File: config.mk
export PLATFORM = sky130hd
export DESIGN_NAME = matmul_sched
export DESIGN_NICKNAME = d
export VERILOG_FILES = /design/src/rtl/matmul_sched.sv
export SDC_FILE = /design/constraint.sdc
export NUM_CORES = 1
export LEC_CHECK = 0
export CAP_MARGIN = 20
export CORE_AREA = 2 2 229 231
export DETAILED_ROUTE_END_ITERATION = 8
export DIE_AREA = 0 0 231 233
export PLACE_DENSITY = 0.65
export SLEW_MARGIN = 10
export SYNTH_ARGS = -nofsm -noshare
export SYNTH_HDL_FRONTEND = slang
export SYNTH_SLANG_ARGS = --single-unit
File: constraint.sdc
create_clock -name clk -period 4.3 [get_ports clk]
set_input_delay 0.86 -clock clk [delete_from_list [all_inputs] [get_ports clk]]
set_output_delay 0.86 -clock clk [all_outputs]
set_load 0.1 [all_outputs]
File: src/rtl/matmul_sched.sv
// matmul_sched: computes O = A * B (H x C times C x W, float elements of S bits)
// by time-multiplexing one external multiplier and one external adder.
// Operands are latched on start. The (i, j, k) walk runs k innermost, so
// result elements complete in row-major order. Packing matches the parallel matmul.
module matmul_sched #(
    parameter int S = 32,
    parameter int H = 2,
    parameter int W = 2,
    parameter int C = 2
) (
    input  logic             clk,
    input  logic             rst_n,
    input  logic             start,
    input  logic [S*H*C-1:0] a,
    input  logic [S*C*W-1:0] b,
    output logic [S*H*W-1:0] o,
    output logic             done,
    output logic             busy,
    output logic             mul_start,
    output logic [S-1:0]     mul_a,
    output logic [S-1:0]     mul_b,
    input  logic [S-1:0]     mul_o,
    input  logic             mul_done,
    output logic             add_start,
    output logic [S-1:0]     add_a,
    output logic [S-1:0]     add_b,
    input  logic [S-1:0]     add_o,
    input  logic             add_done
);

    localparam int IW  = (H > 1) ? $clog2(H) : 1;
    localparam int JW  = (W > 1) ? $clog2(W) : 1;
    localparam int KW  = (C > 1) ? $clog2(C) : 1;
    localparam int AIW = $clog2(S*H*C);
    localparam int BIW = $clog2(S*C*W);
    localparam int OIW = $clog2(S*H*W);

    typedef enum logic [2:0] {
        IDLE, MUL_ISSUE, MUL_WAIT, ADD_ISSUE, ADD_WAIT, STORE
    } state_t;

    state_t           state_q;
    logic [S*H*C-1:0] a_q;
    logic [S*C*W-1:0] b_q;
    logic [S*H*W-1:0] o_q;
    logic [S-1:0]     acc_q, p_q;
    logic [IW-1:0]    i_q;
    logic [JW-1:0]    j_q;
    logic [KW-1:0]    k_q;
    logic             done_q, busy_q;
    logic             mul_start_q, add_start_q;
    logic [S-1:0]     mul_a_q, mul_b_q, add_a_q, add_b_q;

    // Next-index values and the operand pair for the next multiply issue
    logic             last_i_d, last_j_d, last_k_d;
    logic [IW-1:0]    i_nx_d, iss_i_d;
    logic [JW-1:0]    j_nx_d, iss_j_d;
    logic [KW-1:0]    k_inc_d, iss_k_d;
    int               slot_a_d, slot_b_d, slot_o_d;
    logic [S-1:0]     opa_d, opb_d;

    // Compute wrap-around indices and select A(i,k) / B(k,j) for the next issue
    always_comb begin
        last_i_d = (i_q == IW'(H-1));
        last_j_d = (j_q == JW'(W-1));
        last_k_d = (k_q == KW'(C-1));
        k_inc_d  = last_k_d ? '0 : k_q + KW'(1);
        j_nx_d   = last_j_d ? '0 : j_q + JW'(1);
        i_nx_d   = i_q;
        if (last_j_d) begin
            i_nx_d = last_i_d ? '0 : i_q + IW'(1);
        end
        // From STORE the next issue starts a new element; otherwise it is the next k
        iss_i_d  = (state_q == STORE) ? i_nx_d : i_q;
        iss_j_d  = (state_q == STORE) ? j_nx_d : j_q;
        iss_k_d  = (state_q == STORE) ? '0     : k_inc_d;
        slot_a_d = H*C - 1 - (int'(iss_k_d)*H + int'(iss_i_d));
        slot_b_d = C*W - 1 - (int'(iss_j_d)*C + int'(iss_k_d));
        slot_o_d = H*W - 1 - (int'(i_q)*W + int'(j_q));
        opa_d    = a_q[AIW'(S*slot_a_d) +: S];
        opb_d    = b_q[BIW'(S*slot_b_d) +: S];
    end

    // Sequencer FSM with registered handshake, operand and status outputs
    always_ff @(posedge clk or negedge rst_n) begin
        if (!rst_n) begin
            state_q     <= IDLE;
            a_q         <= '0;
            b_q         <= '0;
            o_q         <= '0;
            acc_q       <= '0;
            p_q         <= '0;
            i_q         <= '0;
            j_q         <= '0;
            k_q         <= '0;
            done_q      <= 1'b0;
            busy_q      <= 1'b0;
            mul_start_q <= 1'b0;
            add_start_q <= 1'b0;
            mul_a_q     <= '0;
            mul_b_q     <= '0;
            add_a_q     <= '0;
            add_b_q     <= '0;
        end else begin
            case (state_q)
                IDLE: begin
                    if (start) begin
                        a_q         <= a;
                        b_q         <= b;
                        i_q         <= '0;
                        j_q         <= '0;
                        k_q         <= '0;
                        done_q      <= 1'b0;
                        busy_q      <= 1'b1;
                        // Element (0,0), k=0 lives in the top slot of each bus
                        mul_start_q <= 1'b1;
                        mul_a_q     <= a[S*(H*C-1) +: S];
                        mul_b_q     <= b[S*(C*W-1) +: S];
                        state_q     <= MUL_ISSUE;
                    end
                end
                MUL_ISSUE: begin
                    mul_start_q <= 1'b0;
                    state_q     <= MUL_WAIT;
                end
                MUL_WAIT: begin
                    if (mul_done) begin
                        p_q <= mul_o;
                        if (k_q == '0) begin
                            // First product seeds the accumulator; no add needed
                            acc_q <= mul_o;
                            if (C == 1) begin
                                state_q <= STORE;
                            end else begin
                                k_q         <= k_inc_d;
                                mul_start_q <= 1'b1;
                                mul_a_q     <= opa_d;
                                mul_b_q     <= opb_d;
                                state_q     <= MUL_ISSUE;
                            end
                        end else begin
                            // mul_o is the value p takes on this edge
                            add_start_q <= 1'b1;
                            add_a_q     <= acc_q;
                            add_b_q     <= mul_o;
                            state_q     <= ADD_ISSUE;
                        end
                    end
                end
                ADD_ISSUE: begin
                    add_start_q <= 1'b0;
                    state_q     <= ADD_WAIT;
                end
                ADD_WAIT: begin
                    if (add_done) begin
                        acc_q <= add_o;
                        if (last_k_d) begin
                            state_q <= STORE;
                        end else begin
                            k_q         <= k_inc_d;
                            mul_start_q <= 1'b1;
                            mul_a_q     <= opa_d;
                            mul_b_q     <= opb_d;
                            state_q     <= MUL_ISSUE;
                        end
                    end
                end
                STORE: begin
                    o_q[OIW'(S*slot_o_d) +: S] <= acc_q;
                    k_q <= '0;
                    i_q <= i_nx_d;
                    j_q <= j_nx_d;
                    if (last_i_d && last_j_d) begin
                        done_q  <= 1'b1;
                        busy_q  <= 1'b0;
                        state_q <= IDLE;
                    end else begin
                        mul_start_q <= 1'b1;
                        mul_a_q     <= opa_d;
                        mul_b_q     <= opb_d;
                        state_q     <= MUL_ISSUE;
                    end
                end
                default: state_q <= IDLE;
            endcase
        end
    end

    assign o         = o_q;
    assign done      = done_q;
    assign busy      = busy_q;
    assign mul_start = mul_start_q;
    assign mul_a     = mul_a_q;
    assign mul_b     = mul_b_q;
    assign add_start = add_start_q;
    assign add_a     = add_a_q;
    assign add_b     = add_b_q;

endmodule

==> results of run 1 <==
power breakdown:
group / switching (mW) / leakage, nW / internal (mW)
Combinational: 8.69 / 4.74 / 3.75
Clock: 1.67 / 0.760 / 2.43
Sequential: 1.16 / 5.28 / 5.56
final timing paths:
check                                 from         to  slack, ns  cells past startpoint
worst min-delay path                 rst_n   add_a[2]       0.31                      1
worst max-delay path            state_q[0]  mul_b[11]       1.25                      7
worst min register to register       o[12]      o[12]       0.48                      2
max in group asynchronous            rst_n      o[76]       2.93                      3
worst max register to register  state_q[0]  mul_b[11]       1.25                      7
min in group clk                     o[12]      o[12]       0.48                      2
kinds of logic (layout without fill, tap and decap cells):
family	Yosys count	in the layout	share of synthesized area, %
compound gates	438	438	13.5
mux	257	257	15.3
fa+ha+maj	5	5	0.321
other cells	0	5	0
buf+inv	138	649	3.55
flops	426	426	57.0
simple gates	416	416	10.3
metrics by stage:
| step | hold WS [ns] | instances | power, mW | instance area, µm² |
|---|---|---|---|---|
| global route | 0.349 | 2876 | 24.5 | 26200 |
| global placement | 0.463 | 2785 | 19.0 | 24600 |
| CTS | 0.327 | 2871 | 23.5 | 26200 |
| floorplan | 0.472 | 1680 | 15.8 | 18700 |
| detailed placement | 0.470 | 2786 | 19.3 | 24600 |
| finish | 0.310 | 2876 | 23.3 | 26200 |
layer usage:
metal  wire length [µm]  vias to the layer above  share of wire [%]
met1              24600                     7491                 41
met5                 41                        -              0.069
met3               4680                       86                7.8
li1                   -                     6822                  -
met2              29100                      505                 49
met4               1210                        6                2.0
sequential cells by signal, indices dropped and copies added, names as in the netlist, 3 cells and up:
signal	count
acc_q	32
a_q	64
o	128
mul_b	32
add_b	32
add_a	32
state_q	3
b_q	64
mul_a	32
critical path: stages, from the launching register on:
cell                       delay (ns)
sky130_fd_sc_hd__dfrtp_1         0.85
sky130_fd_sc_hd__nand3b_4        0.13
sky130_fd_sc_hd__clkinv_2        0.13
sky130_fd_sc_hd__buf_4           0.52
sky130_fd_sc_hd__buf_4           0.61
sky130_fd_sc_hd__nor3b_1         0.10
sky130_fd_sc_hd__o21ai_0         0.30
sky130_fd_sc_hd__a31oi_1         0.14
final cells by class:
type                            count  area (µm²)  share of cell area, %
Antenna cell                        5        12.5                 0.0478
Clock buffer                       67        1380                   5.28
Clock inverter                     18         195                  0.745
Inverter                            6        23.8                 0.0908
Multi-Input combinational cell   1116        7460                   28.5
Sequential cell                   426       10700                   40.7
Tap cell                          680         851                   3.25
Timing Repair Buffer              558        5600                   21.4
placed cells by master, fill, tap and decap left out, types with 3 or more instances in the layout:
master,synthesis,layout
sky130_fd_sc_hd__o21a_1,34,34
sky130_fd_sc_hd__nor3b_1,33,32
sky130_fd_sc_hd__clkbuf_16,0,49
sky130_fd_sc_hd__buf_4,4,30
sky130_fd_sc_hd__nor2_1,38,38
sky130_fd_sc_hd__clkinvlp_4,0,6
sky130_fd_sc_hd__nand2_1,261,259
sky130_fd_sc_hd__a21oi_1,166,166
sky130_fd_sc_hd__inv_6,0,4
sky130_fd_sc_hd__a22o_1,33,33
sky130_fd_sc_hd__a31oi_1,64,64
sky130_fd_sc_hd__ha_1,4,3
sky130_fd_sc_hd__o21ai_0,133,133
sky130_fd_sc_hd__mux2_2,223,223
sky130_fd_sc_hd__dfrtp_1,426,424
sky130_fd_sc_hd__clkdlybuf4s50_1,0,519
sky130_fd_sc_hd__nand2b_1,66,66
sky130_fd_sc_hd__mux2i_1,33,33
sky130_fd_sc_hd__clkbuf_8,0,9
sky130_fd_sc_hd__clkinv_2,0,6
sky130_fd_sc_hd__diode_2,0,5
sky130_fd_sc_hd__buf_12,0,8
sky130_fd_sc_hd__nor2b_1,5,3
sky130_fd_sc_hd__clkbuf_1,62,9
sky130_fd_sc_hd__inv_1,5,5
sky130_fd_sc_hd__bufinv_16,0,3
==> results.md, run 1 <==
- After clock tree synthesis, the flow added hold-fix buffers numbering 0.
- The initial utilization of the core area, before any placement, comes to 36.6%.
- The most common cell in the netlist is sky130_fd_sc_hd__dfrtp_1.
- The sequential element share of the synthesized area is a little under three fifths.
- The deepest clock path buffer count is 3.
- The number of detailed-routing iterations run before antenna repair is 5.
- Summing over every cut layer, the via total after detailed routing is ~15000.
- The clock transition time at the flip-flop clock pins of the worst setup and hold paths is roughly 0.06 ns.
- The register bit count reported by yosys is between 400 and 500.
- In the synthesized netlist the dominant register cell turns out to be sky130_fd_sc_hd__dfrtp_1.
- Setup slack on the critical path of the routed design comes to 1.25 ns.
- In this run the core area contains 83 standard-cell rows.
- The synthesized design contains 0 enable-type register cells.
- The detail-routed net length per standard cell is ~21 µm.
- In the routed design, unresolved DRC markers number 0.
- TritonCTS built the clock tree.
- After clock tree synthesis, the repair step resized 0 gates.
- Buffers added to address setup during post-CTS repair amount to 0.
- For this design the ratio of total power to cell area is a little under 900 mW/mm².
- The net count of the finished layout is ~2500.
- The met3 track demand over resource in global routing is 5.89%.
- Setup repair after global routing left no endpoint under its margin.
- Dividing the final minimum period by the clock period gives 71.0%.
- The clock insertion delay at the later pin of the skew report is between 0.5 and 0.6 ns.
- The first global-routing pass estimated around 92000 µm of wire.
- The mean instance size in the synthesized netlist is 11.1 µm².
- The total count of max-transition violations in the final report was 0.
- For this design, the sink count on the clock tree is between 400 and 500.
- The count of nets left with antenna violations once routing finished came out at 0.
- The synthesized cell area is 0.0187 mm².
- The setup slack at placement is between 1 and 1.5 ns.
- Subtracting the final worst setup slack from the clock period gives approximately 3 ns.
- The share of synthesized flip-flops with an asynchronous set or reset is 100%.
- The detailed router's first-iteration violation count is 946.
- The mean number of vias per cell is approximately 5.2.
- The classification of the worst-slack hold path is primary input to async pin.
- The H-tree was split into 2 levels.
- The net count after synthesis is between 2000 and 2500.
- In this run the biggest area consumer among cell types represents between 50% and 60% of the synthesized area.
- met2 is the most crowded layer.
- The critical path capture point type is a flop.
- The number of hold violations in the final report was 0.
- The signed area change from the synthesized netlist to the final layout is 40.0%.
- The number of instances in the synthesized netlist is 1680.
- Setup violations remaining at the end of the flow were counted as 0.
- The number of maximum-capacitance constraint violations is 0.
- The number of antenna violations at the first check in global routing was 8.
- Measured along the y axis, the die boundary spans approximately 230 µm.
- The static leakage is between 10 and 15 nW.
- The final worst clock skew is about 0.012 ns.
- Yosys attributes the largest share of cell area to sky130_fd_sc_hd__dfrtp_1 57%, sky130_fd_sc_hd__mux2_2 13%, sky130_fd_sc_hd__nand2_1 5.2%.
- The distinct cell type count after synthesis is 41.
- After legalization and detailed placement, the total HPWL measured between 40000 and 50000 µm.
- The summed negative setup slack over all endpoints is 0 ns.
- The maximum clock frequency is approximately 330 MHz.
- The maximum net fanout on the critical path is 50.
- The run finished with clean final reports.
- The number of I/O pins is 585.
- The floorplan step defined a die boundary enclosing 0.0538 mm².
- Counting the buffers created by CTS gives 48.
- The required time of the critical path is between 4 and 5 ns.
- The relative slew slack is 27.2%.
- The ratio of cells with drive above 1 in the final layout is around 17%.
- The global routing usage on met2 is ~37%.
- The master cell of the clock root buffer is sky130_fd_sc_hd__clkbuf_16.
- Entering global routing, the biggest net connects roughly 130 pins.
- The via count of the first global-routing pass came to approximately 16000.
- The met1 global-route usage is between 20% and 30%.
- The total wirelength of the detailed-routed design is just under 60000 µm.
- From left edge to right edge, the die measures 231 µm.
- For this run the aggregate overflow at the end of global routing stands at 0.
- Counting instances in the post-synthesis netlist gives the leading cell types as 426 x sky130_fd_sc_hd__dfrtp_1, 261 x sky130_fd_sc_hd__nand2_1, 223 x sky130_fd_sc_hd__mux2_2, 166 x sky130_fd_sc_hd__a21oi_1, 133 x sky130_fd_sc_hd__o21ai_0.
- The total routing resource utilization after global routing is between 20% and 30%.
- The launching element type of the critical path is a flop.
- The number of inserted filler cells in the final layout is approximately 4600.
- VDD sags by at most roughly 0.0006 V.
- The congestion estimate from routability-driven global placement came to 0.806.
- At the end of the flow the core is filled with cells to 51.3%.
- The floorplan step defined a core boundary enclosing around 0.05 mm².
- The type of the worst setup path is flop to flop.
- Buffers placed on the I/O ports in this run total 520.
- The measured slew at the worst slew-check pin is between 1 and 1.5 ns.
- Data on the critical path arrives at its endpoint at about 3.5 ns.
- For this run, the number of Yosys warnings is 0.
- The cell type with the largest total area after synthesis is sky130_fd_sc_hd__dfrtp_1.
No activity file was read; power rests on OpenSTA's default activity.
==> run 2, diff against run 1 <==
Settings changed: CORE_AREA 2 2 229 231 to 2 2 225 227, DIE_AREA 0 0 231 233 to 0 0 227 229, PLACE_DENSITY 0.65 to 0.7.
Clock period 4.3 ns to 2.62 ns, I/O delays scaled along.
==> run 2 against run 1 <==
Cell area down 1.4%; critical path type unchanged; count of clock-buffer cells in the layout increased by 5; critical endpoint is now mul_b[6]; register-to-register slack worse by 0.97 ns; first-iteration DRC count decreased by 4.4%.
==> results.md, run 2 (synthesized netlist as in run 1, its figures left out) <==
- The run finished with clean final reports.
- The number of inserted filler cells in the final layout is 4349 (-6.1%).
- The largest individual stage delay along the critical path comes from the cell sky130_fd_sc_hd__dfrtp_1.
- The launching element type of the critical path is a flop.
- The H-tree level count is 2 (unchanged).
- The number of antenna violations at the first check in global routing came to 9 (+1).
- The detailed router's first-iteration violation count is 904 (-4.4%).
- The worst register-to-register path ends at mul_b[6].
- The clock insertion delay at the later pin of the skew report is 0.56 ns (-0.02 ns).
- The internal reg-to-reg setup slack is 0.28 ns (-0.97 ns).
- For hold timing, the worst endpoint is o[104].
- The number of detailed-routing iterations run before antenna repair is 5 (unchanged).
- The most common cell after layout, fill and taps aside is sky130_fd_sc_hd__dfrtp_1.
- The post-route minimum period is 2.34 ns (-0.713 ns).
- The number of buffers created by CTS is 47 (-2.1%).
- The relative slew slack is 49.9% (+23 points).
- The clock tree from TritonCTS is yes.
- The count of vias placed by the detailed router is 15000 (+0.54%).
- The number of resized instances in the post-cts repair step came to 0 (unchanged).
- The summed negative setup slack over all endpoints is 0 ns (unchanged).
- The via count of the first global-routing pass is 15500 (-1.2%).
- The static leakage is 11.3 nW (+5.1%).
- The placed wire-length estimate after detailed placement is 40600 µm (+0.83%).
- The pin count of the biggest net entering global routing is 100 (-24%).
- The placeable core region is 0.0497 mm² (-2.8%).
- The maximum single-stage delay on the critical path is 0.62 ns (-0.23 ns).
- Walking the worst path, the cells encountered are nand3b_4 -> clkinv_2 -> ha_1 -> o21ba_2 -> buf_4 -> o21ai_0 -> a31oi_1.
- The maximum clock frequency is 427 MHz (+30%).
- The required time of the critical path came to 3.10 ns (-1.62 ns).
- The post-CTS setup buffer count is 0 (unchanged).
- The final number of setup-violating endpoints is 0 (unchanged).
- The measured slew at the worst slew-check pin is 0.752 ns (-0.336 ns).
- The aggregate global routing overflow is 0 (unchanged).
- Grouping stages by cell kind, the critical path spends the most delay in compound AO/OA/AOI/OAI gates.
- The post-detailed-route count of antenna-violating nets came to 0 (unchanged).
- The multi-input combinational cell area is 0.00747 mm² (about the same).
- The maximum resistive drop on vdd came to 0.00135 V (+120%).
- The number of hold violations in the final report was 0 (unchanged).
- The count of buffers inserted at the top-level ports came to 520 (unchanged).
- Compared with the post-synthesis result, the final layout area differs by 38.1%.
- The die width is 227 µm (-1.7%).
- The fraction of the cycle the final worst path needs is 89.3% (+18 points).
- The count of clock tree sinks is 426 (unchanged).
- The power density over the cells is 1470 mW/mm² (+66%).
- The number of cell instances on the worst register-to-register path is 7 (unchanged).
- The mean number of vias per cell is 5.19 (+0.15%).
- In this run the most critical hold path is launched from o[104].
- The buffers plus inverters on the worst setup path is 2 (-1).
- The placer congestion estimate was 0.827 (+2.7%).
- The net count of the finished layout was 2505 (+0.80%).
- The number of cell rows is 82 (-1.2%).
- The worst register-to-register path begins at state_q[1].
- The number of I/O pins is 585 (unchanged).
- The library cells used most frequently in the layout, excluding fill and tap cells, are 424 x sky130_fd_sc_hd__dfrtp_1, 297 x sky130_fd_sc_hd__buf_4, 259 x sky130_fd_sc_hd__nand2_1, 259 x sky130_fd_sc_hd__clkdlybuf4s50_1, 223 x sky130_fd_sc_hd__mux2_2.
- The clock transition time at the flip-flop clock pins of the worst setup and hold paths is 0.06 ns (about the same).
- The area occupied by registers is 0.0107 mm² (unchanged).
- The number of flip-flops in the largest register is 128 (unchanged).
- Setup repair after global routing left no endpoint under its margin.
- The total power after layout was 38.0 mW (+63%).
- The total wirelength of the detailed-routed design is 58500 µm (-1.9%).
- The type of the worst setup path is flop to flop.
- The area of the die is 0.0520 mm² (-3.4%).
- The utilization of the core after routing was 52.0% (+0.76 points).
- The master cell of the clock root buffer is sky130_fd_sc_hd__clkbuf_16.
- The number of maximum-capacitance constraint violations is 0 (unchanged).
- The arrival time of the worst setup path is 2.82 ns (-0.65 ns).
- The effective utilization at floorplan is 37.7% (+1.1 points).
- The final routed DRC violation total is 0 (unchanged).
- The critical path capture point type is a flop.
- Counting instances, the worst hold path has a depth of 2.
- The ratio of cells with drive above 1 in the final layout was 28.8% (+12 points).
- The wire length of the first global-routing pass came to 89300 µm (-3.2%).
- The total routing resource utilization after global routing is 22.1% (+0.13 points).
- The maximum net fanout on the critical path was 32 (-36%).
- The detail-routed net length per standard cell is 20.3 µm (-2.3%).
- The final worst clock skew is 0.00840 ns (-0.00382 ns).
- The total count of max-transition violations in the final report is 0 (unchanged).
- The chip height came to 229 µm (-1.7%).
- The classification of the worst-slack hold path is flop to flop.
- The deepest clock path buffer count came to 3 (unchanged).
-- run 2: cell count changes in the layout (fill, tap and decap cells not counted), moves of 2 or more --
cell / previous run / this run
sky130_fd_sc_hd__clkinv_4: 0 / 2
sky130_fd_sc_hd__clkbuf_1: 9 / 13
sky130_fd_sc_hd__inv_6: 4 / 1
sky130_fd_sc_hd__clkinvlp_4: 6 / 0
sky130_fd_sc_hd__clkdlybuf4s50_1: 519 / 259
sky130_fd_sc_hd__buf_4: 30 / 297
sky130_fd_sc_hd__buf_12: 8 / 21
-- run 2: final cells by class --
type	count	share of cell area (%)
repair buffers	579	20.4
well taps	672	3.26
clock buffers	72	5.47
clock inverters	11	0.547
flip-flops and latches	426	41.3
diodes	5	0.0484
inverters	6	0.0920
multi-input cells	1116	28.9
-- run 2: through the flow --
step           instance area (µm²)  hold slack (ns)  instances  worst slack [ns]
4_1_cts                      25800            0.483       2882             0.225
6_report                     25800            0.479       2887             0.280
2_1_floorplan                18700            0.228       1680             0.464
3_5_place_dp                 24300            0.471       2798             0.235
3_3_place_gp                 24300            0.465       2798             0.291
5_1_grt                      25800            0.507       2887             0.148
-- run 2: how the worst max path moves through the flow --
| stage | from | endpoint | slack, ns | cells past startpoint |
|---|---|---|---|---|
| final | state_q[1] | mul_b[6] | 0.28 | 7 |
| after global routing | state_q[1] | mul_b[6] | 0.15 | 7 |
| after CTS | state_q[1] | o[77] | 0.22 | 7 |
| after detailed placement | state_q[1] | o[83] | 0.24 | 7 |
| after global placement | state_q[1] | o[92] | 0.29 | 7 |
| after floorplan | state_q[0] | mul_b[10] | 0.46 | 10 |
-- run 2: per-layer routing --
layer  up-vias  routed length, µm  GRT usage [%]
met2       532              28300           36.8
met5         -                 49              0
met1      7468              24000           28.0
met4         8               1720           7.97
li1       6874                  -              -
met3       108               4420           5.34
-- run 2: report_power, final --
| group | internal, mW | switching, mW | leakage (nW) |
|---|---|---|---|
| clock network | 4.00 | 2.63 | 0.766 |
| logic | 6.02 | 14.3 | 5.29 |
| registers | 9.13 | 1.93 | 5.28 |
| total | 19.1 | 18.9 | 11.3 |
-- run 2: timing repair --
action | 4_1_cts | 5_1_grt
hold endpoints to repair | 45 | 0
setup endpoints to repair | 0 | 0
hold buffers | 1 | 0
-- run 2: worst reg2reg max path: stages (launching register included) --
cell and delay (ns):
sky130_fd_sc_hd__dfrtp_1 0.62, sky130_fd_sc_hd__nand3b_4 0.24, sky130_fd_sc_hd__clkinv_2 0.08, sky130_fd_sc_hd__ha_1 0.29
sky130_fd_sc_hd__o21ba_2 0.24, sky130_fd_sc_hd__buf_4 0.32, sky130_fd_sc_hd__o21ai_0 0.26, sky130_fd_sc_hd__a31oi_1 0.22
